==> src/rtl/jtopl_acc_pkg.sv <==
// Shared constants and encodings for the jtopl output path.
package jtopl_acc_pkg;

    localparam int SLOTS    = 18;
    localparam int CHANNELS = 9;
    localparam int OP_W     = 14;
    localparam int OUT_W    = 16;

    // Channel connection: FM routes the modulator into the carrier only,
    // additive makes both operators audible.
    typedef enum logic {
        CON_FM  = 1'b0,
        CON_ADD = 1'b1
    } con_e;

endpackage

==> src/rtl/jtopl_acc_if.sv <==
// Operator-stage to accumulator link plus the resulting sound output.
interface jtopl_acc_if #(
    parameter int OPW = 14
);
    logic                  cenop;
    logic                  zero;
    logic                  op;
    logic                  con;
    logic signed [OPW-1:0] op_result;
    logic signed [15:0]    sound;
    logic                  sample;

    // Operator stage side: drives slots, observes the mixed output.
    modport master (
        output cenop, zero, op, con, op_result,
        input  sound, sample
    );

    // Accumulator side.
    modport slave (
        input  cenop, zero, op, con, op_result,
        output sound, sample
    );
endinterface

==> src/rtl/jtopl_acc_sat.sv <==
// Signed saturator: clamps an IN_W value into OUT_W bits.
module jtopl_sat #(
    parameter int IN_W  = 19,
    parameter int OUT_W = 16
) (
    input  logic signed [IN_W-1:0]  din,
    output logic signed [OUT_W-1:0] dout
);

    generate
        if (IN_W > OUT_W) begin : g_clamp
            // The value fits when every bit above the output sign bit
            // matches it; otherwise clamp toward the input's sign.
            function automatic logic signed [OUT_W-1:0] sat(input logic signed [IN_W-1:0] x);
                logic [IN_W-OUT_W:0] top;
                top = x[IN_W-1:OUT_W-1];
                if (top == '0 || top == '1)
                    return x[OUT_W-1:0];
                else if (x[IN_W-1])
                    return {1'b1, {(OUT_W-1){1'b0}}};
                else
                    return {1'b0, {(OUT_W-1){1'b1}}};
            endfunction

            // Pure combinational clamp.
            always_comb dout = sat(din);
        end else begin : g_extend
            // Output wide enough: plain sign extension.
            always_comb dout = OUT_W'(din);
        end
    endgenerate

endmodule

==> src/rtl/jtopl_acc.sv <==
// Frame accumulator: sums audible operator slots over one frame,
// applies a fixed gain and presents a saturated 16-bit sample.
module jtopl_acc
    import jtopl_acc_pkg::*;
#(
    parameter int OPW  = 14,
    parameter int ACCW = 19,
    parameter int GAIN = 0
) (
    input logic         clk,
    input logic         rst,
    jtopl_acc_if.slave  bus
);

    logic signed [ACCW-1:0]      contrib;
    logic signed [ACCW+GAIN-1:0] shifted;
    logic signed [OUT_W-1:0]     sat_val;

    logic signed [ACCW-1:0]  acc_d,    acc_q;
    logic signed [OUT_W-1:0] sound_d,  sound_q;
    logic                    sample_d, sample_q;

    // Only carriers, or both operators of an additive channel, are audible.
    always_comb begin
        contrib = '0;
        if (bus.op || bus.con == CON_ADD)
            contrib = {{(ACCW-OPW){bus.op_result[OPW-1]}}, bus.op_result};
    end

    // Gain is applied at the widened width so the saturator sees the true value.
    always_comb shifted = (ACCW+GAIN)'(acc_q) <<< GAIN;

    jtopl_sat #(
        .IN_W  (ACCW+GAIN),
        .OUT_W (OUT_W)
    ) u_sat (
        .din  (shifted),
        .dout (sat_val)
    );

    // Frame sequencing: zero closes the running frame and seeds the next one.
    always_comb begin
        acc_d    = acc_q;
        sound_d  = sound_q;
        sample_d = 1'b0;
        if (bus.cenop) begin
            if (bus.zero) begin
                sound_d  = sat_val;
                acc_d    = contrib;
                sample_d = 1'b1;
            end else begin
                acc_d = acc_q + contrib;
            end
        end
    end

    // State registers.
    always_ff @(posedge clk or posedge rst) begin
        if (rst) begin
            acc_q    <= '0;
            sound_q  <= '0;
            sample_q <= 1'b0;
        end else begin
            acc_q    <= acc_d;
            sound_q  <= sound_d;
            sample_q <= sample_d;
        end
    end

    assign bus.sound  = sound_q;
    assign bus.sample = sample_q;

endmodule
==> src/flat_wrapper.sv <==
// flat-port wrapper written by rule: the top's interface ports become plain ports
module jtopl_acc_flat import jtopl_acc_pkg::*;
#(
    parameter int OPW  = 14,
    parameter int ACCW = 19,
    parameter int GAIN = 0
)
  (clk, rst, bus_cenop, bus_zero, bus_op, bus_con, bus_op_result, bus_sound, bus_sample);
  jtopl_acc_if #(.OPW(OPW)) bus_i ();
  input logic clk;
  input logic rst;
  input wire logic [$bits(bus_i.cenop)-1:0] bus_cenop;
  input wire logic [$bits(bus_i.zero)-1:0] bus_zero;
  input wire logic [$bits(bus_i.op)-1:0] bus_op;
  input wire logic [$bits(bus_i.con)-1:0] bus_con;
  input wire logic [$bits(bus_i.op_result)-1:0] bus_op_result;
  output wire logic [$bits(bus_i.sound)-1:0] bus_sound;
  output wire logic [$bits(bus_i.sample)-1:0] bus_sample;
  assign bus_i.cenop = bus_cenop;
  assign bus_i.zero = bus_zero;
  assign bus_i.op = bus_op;
  assign bus_i.con = bus_con;
  assign bus_i.op_result = bus_op_result;
  assign bus_sound = bus_i.sound;
  assign bus_sample = bus_i.sample;
  jtopl_acc #(.OPW(OPW), .ACCW(ACCW), .GAIN(GAIN)) u_core (.clk(clk), .rst(rst), .bus(bus_i));
endmodule
==> config.mk <==
export PLATFORM = sky130hd
export DESIGN_NAME = jtopl_acc_flat
export DESIGN_NICKNAME = d
export VERILOG_FILES = /design/src/rtl/jtopl_acc_pkg.sv /design/src/rtl/jtopl_acc_if.sv /design/src/rtl/jtopl_acc_sat.sv /design/src/rtl/jtopl_acc.sv /design/src/flat_wrapper.sv
export SDC_FILE = /design/constraint.sdc
export NUM_CORES = 1
export LEC_CHECK = 0
export ABC_CLOCK_PERIOD_IN_PS = 2600
export CAP_MARGIN = 20
export CORE_UTILIZATION = 55
export CTS_CLUSTER_DIAMETER = 80
export CTS_CLUSTER_SIZE = 20
export DETAILED_ROUTE_END_ITERATION = 10
export GPL_ROUTABILITY_DRIVEN = 0
export MAX_ROUTING_LAYER = met4
export PLACE_DENSITY = 0.88
export RECOVER_POWER = 50
export SYNTH_ARGS = -nofsm -noshare
export SYNTH_HDL_FRONTEND = slang
export SYNTH_HIERARCHICAL = 1
export SYNTH_SLANG_ARGS = --single-unit
==> constraint.sdc <==
create_clock -name clk -period 2.6 [get_ports clk]
set_input_delay 0.52 -clock clk [delete_from_list [all_inputs] [get_ports clk]]
set_output_delay 0.52 -clock clk [all_outputs]
set_load 0.005 [all_outputs]
==> impl.org, run 1 <==
** Outcome
- Status :: finished with violations
- The checks that failed: negative setup slack.

** Worst hold path
- Class of the tightest hold or removal check :: flip-flop to flip-flop
- Counting instances, the worst hold path has a depth of 1.

** Power and ir drop
- Peak ir drop on the vdd network :: approximately 0.0004 V
- The analysis attributes to cell leakage a power of 1.71 nW.
- Power density of the placed cells :: 862 nW/um^2
- Overall power :: between 3 and 4 mW

** Floorplan
- Initial Utilization :: between 50% and 60%
- The die is 73.8 um wide.
- After floorplanning, the core was sized to cover between 4000 and 5000 sq um.
- The die covers about 5400 sq um.
- From bottom edge to top edge, the die measures 73.8 um.
- Number of standard-cell rows in the floorplan :: 25
- In this run the count of I/O pins placed on the die edge is 37.

** STA
- Final Max Slew Viols :: 0
- Counting I/O delays and the setup requirement, the final critical path takes around 2.7 ns.
- Setup TNS :: -0.408 ns
- In this run the tightest slew margin relative to its limit is between 30% and 40%.
- Hold is met by between 0.5 and 0.6 ns.
- Across all setup checks in the final design, the least slack found is -0.0792 ns.
- Transition time at the pin with the least slew margin :: 0.965 ns
- Of the available clock period, the critical path in the final layout requires 103%.
- Setup violations remaining at the end of the flow were counted as 9.
- Unrepaired setup endpoints after global routing :: yes
- Worst-case clock skew :: slightly below 0.01 ns
- Final hold viol count :: 0
- Upper clock frequency limit :: 0.373 GHz

** Route
- The routed design has 10500 um of wire.
- For this block, the via count after detailed routing is about 3300.
- After detailed routing, the number of vias per cell comes to between 7 and 8.
- DR WL/cell :: around 23 um
- Initial DRT Pass Iterations :: 6
- After the first detailed-routing iteration, the DRC count stood at 473.
- Detail Route Antenna Nets :: 0
- For this run, design rule violations remaining after detail routing come to 0.

** Worst setup path
- Depth of the critical timing path with buffers and inverters included :: 13
- Series of cell instances along the critical path :: buf_6 > or2_4 > and2_4 > ha_4 > buf_4 > buf_4 > a21oi_4 > nor2_4 > o211ai_4 > a21oi_2 > a31oi_2 > xnor2_1 > a221o_1
- The endpoint identified for the worst register-to-register timing path is u_core/acc_q[12]$_DFFE_PP0P_.
- The startpoint identified for the worst register-to-register timing path is u_core/acc_q[1]$_DFFE_PP0P_.
- Total buffers and inverters traversed by the critical path :: 3
- Of all nets on the critical path, the largest fanout is 5.
- Critical path required time :: between 2 and 3 ns
- CP max stage cell :: sky130_fd_sc_hd__a221o_1
- The critical path in this run is classified as input pin to flip-flop.
- The worst setup path is captured at a flip-flop.
- Slowest Stage Delay on Critical Path :: 0.33 ns
- Category of the worst setup path launch point :: input pin
- FF-to-FF path depth :: 9
- Following the worst setup path forward leads to its endpoint at u_core/acc_q[11]$_DFFE_PP0P_.
- Crit path top cell by count :: sky130_fd_sc_hd__buf_4
- Across all register-to-register paths, the minimum setup slack is 0.04 ns.
- Worst Path Arrival :: 2.86 ns
- Cell family contributing the most delay on the critical path :: compound AO/OA/AOI/OAI gates
- The most critical setup path has its startpoint at bus_con.

** Final layout
- Share of layout cells above drive strength 1 :: around a third
- Most frequent cells in the layout :: sky130_fd_sc_hd__buf_4 (54), sky130_fd_sc_hd__dfrtp_1 (36), sky130_fd_sc_hd__clkdlybuf4s50_1 (26), sky130_fd_sc_hd__nor2_1 (23), sky130_fd_sc_hd__a21oi_1 (23)
- Summing all flip-flop and latch instances after layout gives 901 sq um.
- Relative to the synthesized area, the layout overhead comes to 40.6%.
- After the flow finishes, the layout carries non-filler instances totaling 466.
- # fillers :: between 200 and 300
- Summing all multi-input logic gate instances after layout gives between 2000 and 2500 sq um.
- After the last flow step, the layout net total stands at about 440.
- The number of antenna diodes in the final layout is 0.
- Most common library cell in the layout ignoring fill and taps :: sky130_fd_sc_hd__buf_4

** Synthesis
- Of the synthesized area, sequential elements account for a little under a third.
- In this run, synthesis inferred 0 flip-flops with an integrated enable.
- Ranked by total cell area, the synthesized netlist is headed by sky130_fd_sc_hd__dfrtp_1 (32%), sky130_fd_sc_hd__ha_1 (7.9%), sky130_fd_sc_hd__mux2_2 (6.7%).
- Area share of the largest cell type after synthesis :: between 30% and 40%
- The mapped netlist covers 2840 sq um.
- The synthesized design contains 36 register bits.
- Cells after Synth :: approximately 320
- Cell taking the most area after synthesis :: sky130_fd_sc_hd__dfrtp_1
- The most used flip-flop cell after synthesis is sky130_fd_sc_hd__dfrtp_1.
- Distinct cell type count after synthesis :: 57
- Warnings, synthesis :: 6
- Synthesized area per cell :: between 9 and 10 sq um
- Synthesized net count :: approximately 350
- In the synthesized netlist the async set-or-reset flop fraction comes to 100%.

** Clock network
- No sink is reached through more buffers than the 2 on the longest clock path.
- Clock tree synthesis found a total of 36 sinks.
- Clock root buffer :: sky130_fd_sc_hd__clkbuf_8
- H-Tree Depth :: 2
- Number of buffers created by CTS :: 5
- Clock-pin slew on the worst setup and hold paths :: 0.07 ns
- Clk Latency, worst-skew pair :: approximately 0.3 ns
- TritonCTS clock tree :: done

** GRT
- Number of antenna violations at the first check in global routing :: 0
- Entering global routing, the biggest net connects 37 pins.
- All-Layer GR Usage :: 38.1%
- The first global-routing pass estimated 14900 um of wire.
- Final global-route overflow total :: 0
- The number of global-route vias before repair was about 3000.

** Flow run
- Total of max-cap violations :: 0

** Placement
- Port buffering added 36 buffers.
- Total placed cells including tap cells :: between 400 and 500
- Half-perimeter wire length after detailed placement :: about 5700 um
-- cell type report --
class | instances | share of cell area (%)
Multi-Input combinational cell | 253 | 51.3
Sequential cell | 36 | 22.6
Timing Repair Buffer | 94 | 20.6
Tap cell | 67 | 2.10
Clock buffer | 6 | 1.82
Clock inverter | 2 | 0.879
Inverter | 8 | 0.753
-- what timing repair did --
item / in CTS / in global routing
setup endpoints to repair: 13 / 10
hold buffers: 0 / 0
gates resized for setup: 29 / 16
gates cloned: 1 / 0
pin swaps: 24 / 16
buffers inserted: 7 / 4
-- cell usage after synthesis (2+ instances only) --
cell	number
sky130_fd_sc_hd__a21o_1	5
sky130_fd_sc_hd__nor4_1	17
sky130_fd_sc_hd__o21ai_1	5
sky130_fd_sc_hd__inv_1	7
sky130_fd_sc_hd__a31oi_1	4
sky130_fd_sc_hd__dfrtp_1	36
sky130_fd_sc_hd__nor2b_1	4
sky130_fd_sc_hd__and3_1	2
sky130_fd_sc_hd__nor3_2	2
sky130_fd_sc_hd__or3b_1	2
sky130_fd_sc_hd__o31ai_2	2
sky130_fd_sc_hd__a21boi_1	2
sky130_fd_sc_hd__a21boi_0	15
sky130_fd_sc_hd__a21oi_2	2
sky130_fd_sc_hd__o31a_1	2
sky130_fd_sc_hd__nor2_1	23
sky130_fd_sc_hd__a221o_1	2
sky130_fd_sc_hd__a211oi_1	6
sky130_fd_sc_hd__nand3_1	3
sky130_fd_sc_hd__mux2_2	17
sky130_fd_sc_hd__xnor2_1	5
sky130_fd_sc_hd__a21oi_1	30
sky130_fd_sc_hd__o21a_1	3
sky130_fd_sc_hd__o21ai_0	7
sky130_fd_sc_hd__mux2i_1	3
sky130_fd_sc_hd__nor3_1	19
sky130_fd_sc_hd__ha_1	18
sky130_fd_sc_hd__and2_1	14
sky130_fd_sc_hd__clkbuf_1	8
sky130_fd_sc_hd__nand2_1	16
sky130_fd_sc_hd__buf_2	4
sky130_fd_sc_hd__buf_6	5
-- power breakdown --
group	switching (mW)	leakage (nW)	total (mW)	internal [mW]
logic	0.945	1.22	1.96	1.02
registers	0.218	0.437	0.966	0.747
clock network	0.225	0.0552	0.510	0.285
total	1.39	1.71	3.44	2.05
-- worst reg2reg max path, cell delays in order, from the launching register on --
cell	delay, ns
sky130_fd_sc_hd__dfrtp_1	0.51
sky130_fd_sc_hd__inv_1	0.14
sky130_fd_sc_hd__fa_2	0.43
sky130_fd_sc_hd__nor2b_4	0.18
sky130_fd_sc_hd__o2111ai_4	0.16
sky130_fd_sc_hd__a21oi_4	0.22
sky130_fd_sc_hd__o211ai_2	0.13
sky130_fd_sc_hd__nand3b_1	0.13
sky130_fd_sc_hd__or3b_4	0.41
sky130_fd_sc_hd__a21oi_2	0.17
-- metrics by stage --
stage                     utilization [%]  area, sq um  setup slack (ns)
final                                82.2         3990           -0.0792
after floorplan                         -         2940            -0.151
after global placement               74.8         3620            -0.567
after global routing                 82.2         3990            -0.147
after CTS                            80.2         3890            0.0266
after detailed placement             74.8         3620            -0.682
-- how the worst min path moves through the flow --
| stage | start | to | slack, ns |
|---|---|---|---|
| 2_1_floorplan | u_core/acc_q[9]$_DFFE_PP0P_ | u_core/acc_q[9]$_DFFE_PP0P_ | 0.50 |
| 3_3_place_gp | u_core/bus.sound[9]$_DFFE_PP0P_ | u_core/bus.sound[9]$_DFFE_PP0P_ | 0.49 |
| 3_5_place_dp | u_core/bus.sound[5]$_DFFE_PP0P_ | u_core/bus.sound[5]$_DFFE_PP0P_ | 0.49 |
| 4_1_cts | u_core/bus.sound[15]$_DFFE_PP0P_ | u_core/bus.sound[15]$_DFFE_PP0P_ | 0.51 |
| 5_1_grt | u_core/bus.sound[1]$_DFFE_PP0P_ | u_core/bus.sound[1]$_DFFE_PP0P_ | 0.52 |
| 6_report | u_core/bus.sound[1]$_DFFE_PP0P_ | u_core/bus.sound[1]$_DFFE_PP0P_ | 0.50 |
-- cells by family (layout without fill, tap and decap cells) --
| logic type | Yosys count | after routing | share of synthesized area, % |
|---|---|---|---|
| and+or+nand+nor | 113 | 114 | 21.4 |
| AOI/OAI and AO/OA | 94 | 94 | 23.3 |
| DFF | 36 | 36 | 31.8 |
| buffers and inverters | 27 | 110 | 5.25 |
| muxes | 20 | 20 | 7.81 |
| adders and majority gates | 19 | 19 | 8.65 |
| xor gates and xnor gates | 6 | 6 | 1.85 |
-- registers in the layout, indices dropped and copies added, names as in the netlist --
signal             flops
u_core/acc_q          19
u_core/bus.sample      1
u_core/bus.sound      16
-- layer usage --
metal  track usage (%)  routed length, um  vias up
met5                 -                  0        -
met4              25.9                879        0
met3              7.27               1290      116
met2              57.0               4570      356
met1              46.4               3760     1482
li1                  -                  -     1334
Note: power is estimated with default switching activity, not from simulation.
==> run 2: changes to the inputs <==
--- a/config.mk
+++ b/config.mk
@@ -15,6 +15,7 @@
 export MAX_ROUTING_LAYER = met4
 export PLACE_DENSITY = 0.88
 export RECOVER_POWER = 50
+export SKIP_CTS_REPAIR_TIMING = 1
 export SYNTH_ARGS = -nofsm -noshare
 export SYNTH_HDL_FRONTEND = slang
 export SYNTH_HIERARCHICAL = 1
==> impl.org, run 2 (synthesis gave the netlist of run 1 again) <==
** STA
- Worst-case clock skew :: 0.00230 ns (-0.00736 ns)
- Portion of the clock cycle consumed by the worst path in the final layout :: 102% (-1.0 points)
- The max-slew violation count came to 0 (unchanged).
- The max-slew headroom at the worst pin came to 38.6% (+2.9 points).
- Final hold viol count :: 0 (unchanged)
- The maximum frequency from static timing analysis was 0.377 GHz (+0.99%).
- The final-layout worst hold slack is 0.506 ns (+0.00489 ns).
- The total setup violations reported at the end of the flow came to 4 (-5).
- Setup repair after global routing could not meet its margin everywhere.
- Transition time at the pin with the least slew margin :: 0.921 ns (-0.0442 ns)
- The final critical-path setup slack is -0.0529 ns (+0.0264 ns).
- The final critical-path required period was 2.65 ns (-0.0264 ns).
- Setup TNS :: -0.155 ns (+0.253 ns)

** Worst setup path
- Worst Setup Path Type :: input pin to flip-flop
- The delay contributed by the slowest stage of the critical path is 0.43 ns (+0.10 ns).
- Series of cell instances along the critical path :: buf_6 > or2_2 > and2_4 > ha_4 > nand3_2 > nor2_4 > o211ai_4 > a2111oi_4 > nor3_2 > xnor2_1 > a221o_1
- The data required time of the worst path came to 2.79 ns (about the same).
- Worst Path Arrival :: 2.84 ns (-0.02 ns)
- Category of the worst setup path launch point :: input pin
- Total buffers and inverters traversed by the critical path :: 1 (-2)
- STA classifies the critical path endpoint as a flip-flop.
- Maximum fanout encountered on the critical timing path :: 4 (-1)
- Cell family contributing the most delay on the critical path :: compound AO/OA/AOI/OAI gates
- The largest individual stage delay along the critical path comes from the cell sky130_fd_sc_hd__a2111oi_4.

** Clock network
- Number of buffers created by CTS :: 5 (unchanged)
- TritonCTS built the clock tree.
- The clock edge transition at the registers on the reported setup and hold paths was 0.07 ns (about the same).
- The later-pin clock latency in the skew report is 0.30 ns (about the same).
- Clock root buffer :: sky130_fd_sc_hd__clkbuf_8
- Largest buffer count on any clock path :: 2 (unchanged)
- Total number of clock tree sinks :: 36 (unchanged)
- The level count of the clock H-tree is 2 (unchanged).

** Final layout
- Leaving out fill and tap cells, the most frequent cell in the layout is sky130_fd_sc_hd__buf_4.
- Share of the core filled with cells in the final layout :: 80.4% (-1.8 points)
- Register with the highest flop count :: u_core/acc_q
- The fraction of layout cells with a size suffix above 1 was 31.3% (-2.5 points).
- The number of diodes was 0 (unchanged).
- Post-Layout Inst Area :: 3900 sq um (-2.2%)
- The final-layout fill cell count came to 282 (+8.9%).
- Compared with the post-synthesis result, the final layout area differs by 37.5%.
- The library cells used most frequently in the layout, excluding fill and tap cells, are sky130_fd_sc_hd__buf_4 (50), sky130_fd_sc_hd__dfrtp_1 (36), sky130_fd_sc_hd__clkdlybuf4s50_1 (29), sky130_fd_sc_hd__a21oi_1 (26), sky130_fd_sc_hd__nor2_1 (23).
- The number of nets in the layout was 431 (-1.4%).
- Largest register FFs :: 19 (unchanged)

** Placement
- Placed standard-cell area :: 3620 sq um (unchanged)
- The port buffer count is 36 (unchanged).
- Half-perimeter wire length after detailed placement :: 5680 um (unchanged)

** Outcome
- The run finished, with violations left.
- The final reports fail on negative setup slack.

** Floorplan
- The initial cell density of the core came to 58.5% (unchanged).
- The die height was 73.8 um (unchanged).
- The number of rows in the core area came to 25 (unchanged).
- Die extent in x :: 73.8 um (unchanged)
- Overall die area :: 5450 sq um (unchanged)
- Number of placed I/O pins :: 37 (unchanged)
- The total core area was 4850 sq um (unchanged).

** GRT
- The number of global-route vias before repair was 2748 (-7.7%).
- The leftover overflow at the end of global routing came to 0 (unchanged).
- The global-route wire length before repair is 12800 um (-15%).
- The total routing usage reported by global routing is 32.3% (-5.8 points).
- The number of antenna violations at the first check in global routing was 0 (unchanged).
- The pin count of the biggest net entering global routing came to 37 (unchanged).

** Route
- The total number of vias was 3031 (-7.8%).
- DRC viols :: 0 (unchanged)
- Detail Route Antenna Nets :: 0 (unchanged)
- The total wire length was 9230 um (-12%).
- DR WL/cell :: 20.1 um (-11%)
- The first-pass iteration count of the detailed router was 7 (+1).
- Violation count after the first detailed-routing iteration :: 361 (-24%)
- Post-DR vias/cell :: 6.59 (-6.6%)

** Power and ir drop
- Peak ir drop on the vdd network :: 0.000361 V (-10%)
- Power density of the placed cells :: 852 nW/um^2 (-1.2%)
- Overall power :: 3.32 mW (-3.4%)
- The total leakage power was 1.69 nW (-1.0%).

** Worst hold path
- Class of the tightest hold or removal check :: flip-flop to flip-flop

** Flow run
- The count of max-cap constraint violations was 0 (unchanged).
==> run 2: cell type report <==
| cell class | instances | area, sq um | share of cell area [%] |
|---|---|---|---|
| Tap cell | 67 | 83.8 | 2.15 |
| Clock inverter | 2 | 35.0 | 0.899 |
| Clock buffer | 6 | 72.6 | 1.86 |
| Sequential cell | 36 | 901 | 23.1 |
| Timing Repair Buffer | 88 | 771 | 19.8 |
| Multi-Input combinational cell | 253 | 2010 | 51.4 |
| Inverter | 8 | 30.0 | 0.770 |
==> run 2: worst paths after layout <==
kind                                             startpoint  slack [ns]                                to  depth (start not counted)
setup / recovery                                     bus_op       -0.05      u_core/acc_q[13]$_DFFE_PP0P_                         11
hold / removal             u_core/bus.sound[11]$_DFFE_PP0P_        0.51  u_core/bus.sound[11]$_DFFE_PP0P_                          1
setup reg to reg                u_core/acc_q[0]$_DFFE_PP0P_        0.08      u_core/acc_q[12]$_DFFE_PP0P_                         10
hold reg to reg            u_core/bus.sound[11]$_DFFE_PP0P_        0.51  u_core/bus.sound[11]$_DFFE_PP0P_                          1
max in group asynchronous                               rst        1.10      u_core/acc_q[15]$_DFFE_PP0P_                          3
min in group asynchronous                               rst        0.93   u_core/bus.sound[2]$_DFFE_PP0P_                          3
==> run 2: layer usage <==
metal	part of all wire, %	GRT usage [%]	up-vias	wire [um]
met1	40	38.7	1407	3660
met5	0	-	-	0
met2	46	50.5	234	4230
met3	9.0	6.04	69	828
li1	-	-	1321	-
met4	5.6	18.8	0	515
==> run 2: report_power, final <==
| part | leakage [nW] | switching (mW) | internal, mW |
|---|---|---|---|
| registers | 0.437 | 0.215 | 0.748 |
| clock network | 0.0552 | 0.218 | 0.285 |
| logic | 1.20 | 0.870 | 0.985 |
| total | 1.69 | 1.30 | 2.02 |
==> run 2: per-stage QoR <==
step	std cells	setup WS, ns
final	460	-0.0529
after global routing	460	-0.121
after CTS	454	-0.465
after detailed placement	446	-0.682
after global placement	446	-0.567
after floorplan	315	-0.151
